`src/rtl/gzip_regs_pkg.sv`:
```
// Shared definitions for the gzip compressor register map and its AXI4-Lite initiator.
package gzip_regs_pkg;

    localparam logic [7:0] REG_CTRL    = 8'h00;
    localparam logic [7:0] REG_BTYPE   = 8'h04;
    localparam logic [7:0] REG_STATUS  = 8'h08;
    localparam logic [7:0] REG_ISIZE   = 8'h0C;
    localparam logic [7:0] REG_CRC32   = 8'h10;
    localparam logic [7:0] REG_BLKSIZE = 8'h14;

    localparam logic [7:0] DEVICE_ID   = 8'hB9;

    localparam logic [1:0] AXI_OKAY    = 2'b00;
    localparam logic [1:0] AXI_SLVERR  = 2'b10;

    typedef enum logic [2:0] {
        IDLE    = 3'd0,
        WR_REQ  = 3'd1,
        WR_RESP = 3'd2,
        RD_REQ  = 3'd3,
        RD_RESP = 3'd4,
        RSP     = 3'd5
    } axil_state_t;

endpackage

```
`src/rtl/gzip_axi4l_master.sv`:
```
// Single-outstanding AXI4-Lite initiator: one register command in, one response out,
// with a sticky watchdog flag for slaves that stall.
module gzip_axi4l_master
    import gzip_regs_pkg::*;
#(
    parameter int ADDR_WIDTH     = 8,
    parameter int DATA_WIDTH     = 32,
    parameter int TIMEOUT_CYCLES = 1024
) (
    input  logic                    clk,
    input  logic                    rst,

    input  logic                    cmd_valid,
    output logic                    cmd_ready,
    input  logic                    cmd_write,
    input  logic [ADDR_WIDTH-1:0]   cmd_addr,
    input  logic [DATA_WIDTH-1:0]   cmd_wdata,

    output logic                    rsp_valid,
    input  logic                    rsp_ready,
    output logic [DATA_WIDTH-1:0]   rsp_data,
    output logic [1:0]              rsp_resp,
    output logic                    rsp_write,
    output logic                    timeout_err,

    output logic                    m_awvalid,
    input  logic                    m_awready,
    output logic [ADDR_WIDTH-1:0]   m_awaddr,
    output logic [2:0]              m_awprot,

    output logic                    m_wvalid,
    input  logic                    m_wready,
    output logic [DATA_WIDTH-1:0]   m_wdata,
    output logic [DATA_WIDTH/8-1:0] m_wstrb,

    input  logic                    m_bvalid,
    output logic                    m_bready,
    input  logic [1:0]              m_bresp,

    output logic                    m_arvalid,
    input  logic                    m_arready,
    output logic [ADDR_WIDTH-1:0]   m_araddr,
    output logic [2:0]              m_arprot,

    input  logic                    m_rvalid,
    output logic                    m_rready,
    input  logic [DATA_WIDTH-1:0]   m_rdata,
    input  logic [1:0]              m_rresp
);

    localparam int CNT_W = (TIMEOUT_CYCLES > 0) ? $clog2(TIMEOUT_CYCLES + 1) : 1;
    localparam logic [CNT_W-1:0] TMO = CNT_W'(TIMEOUT_CYCLES);

    axil_state_t      state;
    logic [CNT_W-1:0] wd_cnt;
    logic [ADDR_WIDTH-1:0] addr_aligned;

    assign addr_aligned = {cmd_addr[ADDR_WIDTH-1:2], 2'b00};
    assign m_awprot     = 3'b000;
    assign m_arprot     = 3'b000;

    always_ff @(posedge clk or posedge rst) begin
        if (rst) begin
            state       <= IDLE;
            wd_cnt      <= '0;
            cmd_ready   <= 1'b0;
            rsp_valid   <= 1'b0;
            rsp_data    <= '0;
            rsp_resp    <= '0;
            rsp_write   <= 1'b0;
            timeout_err <= 1'b0;
            m_awvalid   <= 1'b0;
            m_awaddr    <= '0;
            m_wvalid    <= 1'b0;
            m_wdata     <= '0;
            m_wstrb     <= '0;
            m_bready    <= 1'b0;
            m_arvalid   <= 1'b0;
            m_araddr    <= '0;
            m_rready    <= 1'b0;
        end else begin
            // Saturating watchdog; the transaction keeps running after it fires.
            if (state != IDLE && wd_cnt != TMO) begin
                wd_cnt <= wd_cnt + 1'b1;
                if (TIMEOUT_CYCLES != 0 && (wd_cnt + 1'b1) == TMO)
                    timeout_err <= 1'b1;
            end

            case (state)
                IDLE: begin
                    cmd_ready <= 1'b1;
                    if (cmd_valid && cmd_ready) begin
                        cmd_ready   <= 1'b0;
                        timeout_err <= 1'b0;
                        wd_cnt      <= '0;
                        rsp_write   <= cmd_write;
                        if (cmd_write) begin
                            m_awaddr  <= addr_aligned;
                            m_wdata   <= cmd_wdata;
                            m_wstrb   <= '1;
                            m_awvalid <= 1'b1;
                            m_wvalid  <= 1'b1;
                            state     <= WR_REQ;
                        end else begin
                            m_araddr  <= addr_aligned;
                            m_arvalid <= 1'b1;
                            state     <= RD_REQ;
                        end
                    end
                end
                WR_REQ: begin
                    // A low valid here means that channel already handshook.
                    if (m_awvalid && m_awready) m_awvalid <= 1'b0;
                    if (m_wvalid && m_wready)   m_wvalid  <= 1'b0;
                    if ((!m_awvalid || m_awready) && (!m_wvalid || m_wready)) begin
                        m_bready <= 1'b1;
                        state    <= WR_RESP;
                    end
                end
                WR_RESP: begin
                    if (m_bvalid) begin
                        m_bready  <= 1'b0;
                        rsp_resp  <= m_bresp;
                        rsp_data  <= '0;
                        rsp_valid <= 1'b1;
                        state     <= RSP;
                    end
                end
                RD_REQ: begin
                    if (m_arready) begin
                        m_arvalid <= 1'b0;
                        m_rready  <= 1'b1;
                        state     <= RD_RESP;
                    end
                end
                RD_RESP: begin
                    if (m_rvalid) begin
                        m_rready  <= 1'b0;
                        rsp_data  <= m_rdata;
                        rsp_resp  <= m_rresp;
                        rsp_valid <= 1'b1;
                        state     <= RSP;
                    end
                end
                RSP: begin
                    if (rsp_ready) begin
                        rsp_valid <= 1'b0;
                        cmd_ready <= 1'b1;
                        state     <= IDLE;
                    end
                end
                default: state <= IDLE;
            endcase
        end
    end

endmodule
```
`config.mk`:
```
export PLATFORM = sky130hd
export DESIGN_NAME = gzip_axi4l_master
export DESIGN_NICKNAME = d
export VERILOG_FILES = /design/src/rtl/gzip_regs_pkg.sv /design/src/rtl/gzip_axi4l_master.sv
export SDC_FILE = /design/constraint.sdc
export NUM_CORES = 1
export LEC_CHECK = 0
export BUFFER_PORTS_ARGS = -buffer_cell sky130_fd_sc_hd__buf_2
export CAP_MARGIN = 20
export CORE_AREA = 2 2 100 102
export DETAILED_ROUTE_END_ITERATION = 8
export DIE_AREA = 0 0 102 104
export PLACE_DENSITY = 0.85
export SLEW_MARGIN = 20
export SYNTH_ARGS = -nofsm -noshare
export SYNTH_HDL_FRONTEND = slang
export SYNTH_SLANG_ARGS = --single-unit
```
`constraint.sdc`:
```
create_clock -name clk -period 3.45 [get_ports clk]
set_input_delay 0.345 -clock clk [delete_from_list [all_inputs] [get_ports clk]]
set_output_delay 0.345 -clock clk [all_outputs]
set_load 0.01 [all_outputs]
```
# Yosys cells after proc, flatten, opt, wreduce, memory -nomap -nowiden

Cells that the tools add are included.
Widths: inputs -> output; s select.

Flip-flop bits (word level): 102
Bits in latches: 0
Bits in writable memories: 0
Memory bits (read-only): 0
Bits of input ports: 86
Output and inout bits: 101
Logic and storage cells: 110
Memories: 0

Add/sub/neg operators: 1
Multiply operators: 0
Divide/modulo/power cells: 0
Magnitude comparators: 0
Equality and inequality tests: 17
Shift operators: 0
Multiplexer cells: 44
Bitwise gates (word level): 1
Reduce and logical (&&, ||, !) cells: 30

Operator list:

| kind                  | number |
|---|---|
| $mux 32               | 2 |
| $pmux 32 s2           | 1 |
| $mux 11               | 3 |
| $mux 1                | 20 |
| $ne 2x2->1 const B    | 10 |
| $mux 3                | 6 |
| $pmux 3 s6            | 1 |
| $reduce_and 4->1      | 4 |
| $reduce_and 3->1      | 5 |
| $pmux 1 s2            | 6 |
| $reduce_bool 2->1     | 6 |
| $add 11x1->11 const B | 1 |
| $eq 11x11->1 const B  | 1 |
| $ne 11x11->1 const B  | 1 |
| $eq 3x2->1 const B    | 2 |
| $eq 3x3->1 const B    | 2 |
| $mux 2                | 3 |
| $reduce_and 6->1      | 1 |
| $reduce_bool 3->1     | 2 |
| $logic_and 1x1->1     | 5 |
| $pmux 2 s2            | 1 |
| $reduce_and 2->1      | 2 |
| $eq 3x1->1 const B    | 1 |
| $logic_not 3->1       | 1 |
| other kinds (4)       | 6 |

# Longest topological paths before layout

Depth in word-level cells: 6
Depth in mapped cells: 7
Gate-level depth less buffers: 7

# Least setup slack after synthesis

Ideal clock, no wire load.

Path type: register to register
Start: register wd_cnt[5]
End: register wd_cnt[10]
Setup time: 0.121 ns
Arrival: 1.799 ns
Required time: 3.329 ns
Slack: 1.530 ns
Stages on the path, launching flop included: 6
Path buffers: 0
Period minus slack after synthesis: 1.920 ns
Cell sequence: dfrtp_1 > or4_4 > nor4_4 > nor2_4 > mux2i_1 > a22o_2

Word-level cells in the longest chain between the ends: 5
Elaborated cells between the ends (all ways): 6
Classes of those cells: add/sub (1); eq/ne (1); mux (3); reduce/logical (1)

Ends and longest elaborated chain:

| what                                                                  | line                    | text |
|---|---|---|
| start, declared                                                       | gzip_axi4l_master.sv:55 | `logic [CNT_W-1:0] wd_cnt;` |
| start signal, assigned                                                | gzip_axi4l_master.sv:84 | `wd_cnt <= wd_cnt + 1'b1;` |
| parallel branches: the longest is 2 deep, another holds $add 11x1->11 | -                       |  |
| $mux 11 *                                                             | gzip_axi4l_master.sv:83 | `if (state != IDLE && wd_cnt != TMO) begin` |
| $mux 11                                                               | gzip_axi4l_master.sv:92 | `if (cmd_valid && cmd_ready) begin` |
| $mux 11 *                                                             | gzip_axi4l_master.sv:89 | `case (state)` |

Mark *: on every way between the ends.
A chain may end at the register's enable or synchronous reset.

# Worst setup path after layout

Start: register state[0]
End: register m_wdata[19]

Word-level cells in the longest chain between the ends: 2

Ends and longest elaborated chain:

| what                       | line                     | text |
|---|---|---|
| start, declared            | gzip_axi4l_master.sv:54  | `axil_state_t state;` |
| start signal, assigned     | gzip_axi4l_master.sv:64  | `state <= IDLE;` |
| start signal, assigned     | gzip_axi4l_master.sv:103 | `state <= WR_REQ;` |
| start signal, assigned     | gzip_axi4l_master.sv:107 | `state <= RD_REQ;` |
| $logic_not 3->1            | gzip_axi4l_master.sv:89  |  |
| $reduce_and 3->1 (no line) | -                        |  |
| end signal, assigned       | gzip_axi4l_master.sv:99  | `m_wdata <= cmd_wdata;` |
| end, declared              | gzip_axi4l_master.sv:33  | `output logic [DATA_WIDTH-1:0] m_wdata,` |

No other way between the ends.

==> flow_summary.toml <==
[die]
dieArea_sq_mm = 0.0106
initial_core_util = 0.466
ios = 187
die_h_um = 104
core_sq_mm = 0.00955
die_x_um = 102
rows = 36

[setup_path]
end_kind = "register"
startpoint = "state[0]"
worst_ep_required_time_ns = 3.70
critPathMaxFanout = 40
start_kind = "register"
crit_arrival_ns = 2.72
reg2reg_from = "state[0]"
crit_type = "register to register"

[global_routing]
grt_max_degree = 88
antenna_found_initial = 0
grt_usage = 0.193
grt_pass1_wl_um = 16300
gr-total-overflow = 0
grt_pass1_vias = 3433

[sta]
timing.final.ws_setup_ns = 0.984
fin_crit_ns = 2.47
fin_tns_setup_ns = 0
worstMarginPinSlew_ns = 0.899
slew_headroom = 0.399
skew_ns = 0.00736
fin_crit_sh = 0.715
hold_viol = 0
setup_violations = 0
max_freq_ghz = 0.405
grt_setup_unrepaired = "false"
drv_slew = 0

[job]
max-cap-violations = 0

[clock_network]
cts_max_path_buffers = 2
cts_max_level = 3
root_buffer = "clkbuf_8"
clk_latency_ns = 0.37
clock_sinks = 102
cts_resized = 0
clk_pin_slew_ns = 0.10
postCtsSetupRepairBufs = 0
cts_made_buffers = 9
ctsHoldBuffers = 0
cts_tree = "built"

[yosys]
synth.area.top_cells = "dfrtp_1 57%, mux2_2 10%, nand2_1 6.8%, o21ai_0 5.4%, buf_4 2.2%"
async_flop_share = 1.00
synth_fa_ha_area_frac = 0.00562
ys_warn_count = 0
synth_compound_area_frac = 0.0857
synthXorXnorAreaFrac = 0.0118
synth_top_area_share = 0.574
seq_area_frac_synth = 0.574
synth_cell_type_count = 48
ys_ff_latch = 102
synth_ff_type = "dfrtp_1"
synth_area_per_cell_sq_um = 11.0
synthSimpleGateAreaFrac = 0.150
yosysTopAreaCell = "dfrtp_1"
netlist_instances = 405
synth_mux_area_frac = 0.124
synth_area_sq_mm = 0.00445
synth_edf_count = 0
synth_top_family_by_area = "simple AND/OR/NAND/NOR gates"

[power_and_ir_drop]
seqPwrFrac = 0.436
p_total_uw = 4910
pwr-share-comb = 0.403
powerDensity_mw_per_mm2 = 875
power_switching_uw = 1870
intPower_uw = 3030
clkPwrFrac = 0.161
ir_drop_mv = 0.519
leakagePower_uw = 0.00278
switching_share = 0.382

[finish]
syn_to_final_growth_pct = 26.0
layout-drive-gt1-share = 0.432
final_cell_mix = "174 x buf_2, 102 x dfrtp_1, 80 x nand2_1"
nNetsFinal = 659
fin_util = 0.587
final_common_cell = "buf_2"
num_antenna_cells = 0

[routing]
first_iter_violations = 157
routedWlPerCell_um = 14.0
ant_nets = 0
drc = 0
wl_um = 9900
drtPass1Iterations = 4
vias = 3500
vias_per_cell = 4.94

[placement]
place_ws_ns = 0.945
place_congestion = 0.800
hpwl_um = 7040
port_buffers = 174

[status]
status = "finished clean"

[worst_hold_path]
hold_class = "input pin to async pin"
## logic make-up after synthesis
kind of cell	count (synthesis)
xor+xnor	6
other cells	1
mux	49
compound gates	69
fa+ha+maj	2
flops	102
simple gates	137
buf+inv	39
## layer usage
metal  share of wire  global-route usage  vias up  wire length, um
li1                -                   -     1690                -
met1            0.41               0.238     1653             4040
met2            0.50               0.313      142             4920
met3           0.078              0.0551       15              770
met4           0.017              0.0819        0              172
met5               0                   0        -                0
## state kept, by name (all words and copies together) (netlist names), 2 cells and up
signal    count
state         3
m_wdata      32
rsp_data     32
wd_cnt       11
rsp_resp      2
m_araddr      6
m_awaddr      6
## power by group through the flow
stage | clock network (uW) | registers, uW | logic, uW
finish | 790 | 2140 | 1980
global route | 853 | 2220 | 2210
CTS | 813 | 2140 | 1980
detailed placement | 0 | 2150 | 1980
global placement | 0 | 2120 | 1900
floorplan | 0 | 2310 | 1030
## worst max-delay path, cell delays in order (launching register included)
cell     delay (ns)
dfrtp_1        0.62
or3_4          0.49
nor2_1         0.17
nand2_2        0.52
mux2_1         0.53
## Yosys cell counts, types with 4 or more instances
| master | instances |
|---|---|
| a21oi_1 | 9 |
| mux2_2 | 41 |
| o21ai_0 | 48 |
| nand2b_1 | 4 |
| buf_4 | 13 |
| clkbuf_1 | 15 |
| inv_1 | 6 |
| nand2_1 | 81 |
| xnor2_1 | 5 |
| nand3_1 | 6 |
| dfrtp_1 | 102 |
| nor2_1 | 17 |
| mux2i_1 | 4 |
| nand4_1 | 4 |
## path summary, 6_finish.rpt
check,depth (start not counted),to,slack [ns]
worst max-delay path,4,m_wdata[19],0.98
worst min-delay path,2,rsp_data[25],0.12
worst max register to register,4,m_wdata[19],0.98
worst min register to register,1,m_arvalid,0.48
max in group asynchronous,3,m_wdata[9],2.59
min in group clk,2,m_awvalid,0.16
## layout make-up
type | instances | area, sq um
clock buffers | 10 | 138
clock inverters | 6 | 68.8
fillers | 803 | 3940
inverters | 6 | 27.5
multi-input cells | 273 | 1730
flip-flops and latches | 102 | 2550
well taps | 133 | 166
repair buffers | 179 | 928
## metrics by stage
step	hold slack [ns]	area [sq um]	std cells
after floorplan	0.449	4480	414
after global placement	0.456	5370	692
after detailed placement	0.460	5370	692
after CTS	0.143	5580	708
after global routing	0.150	5610	709
final	0.119	5610	709
(Power assumes the default switching activity.)
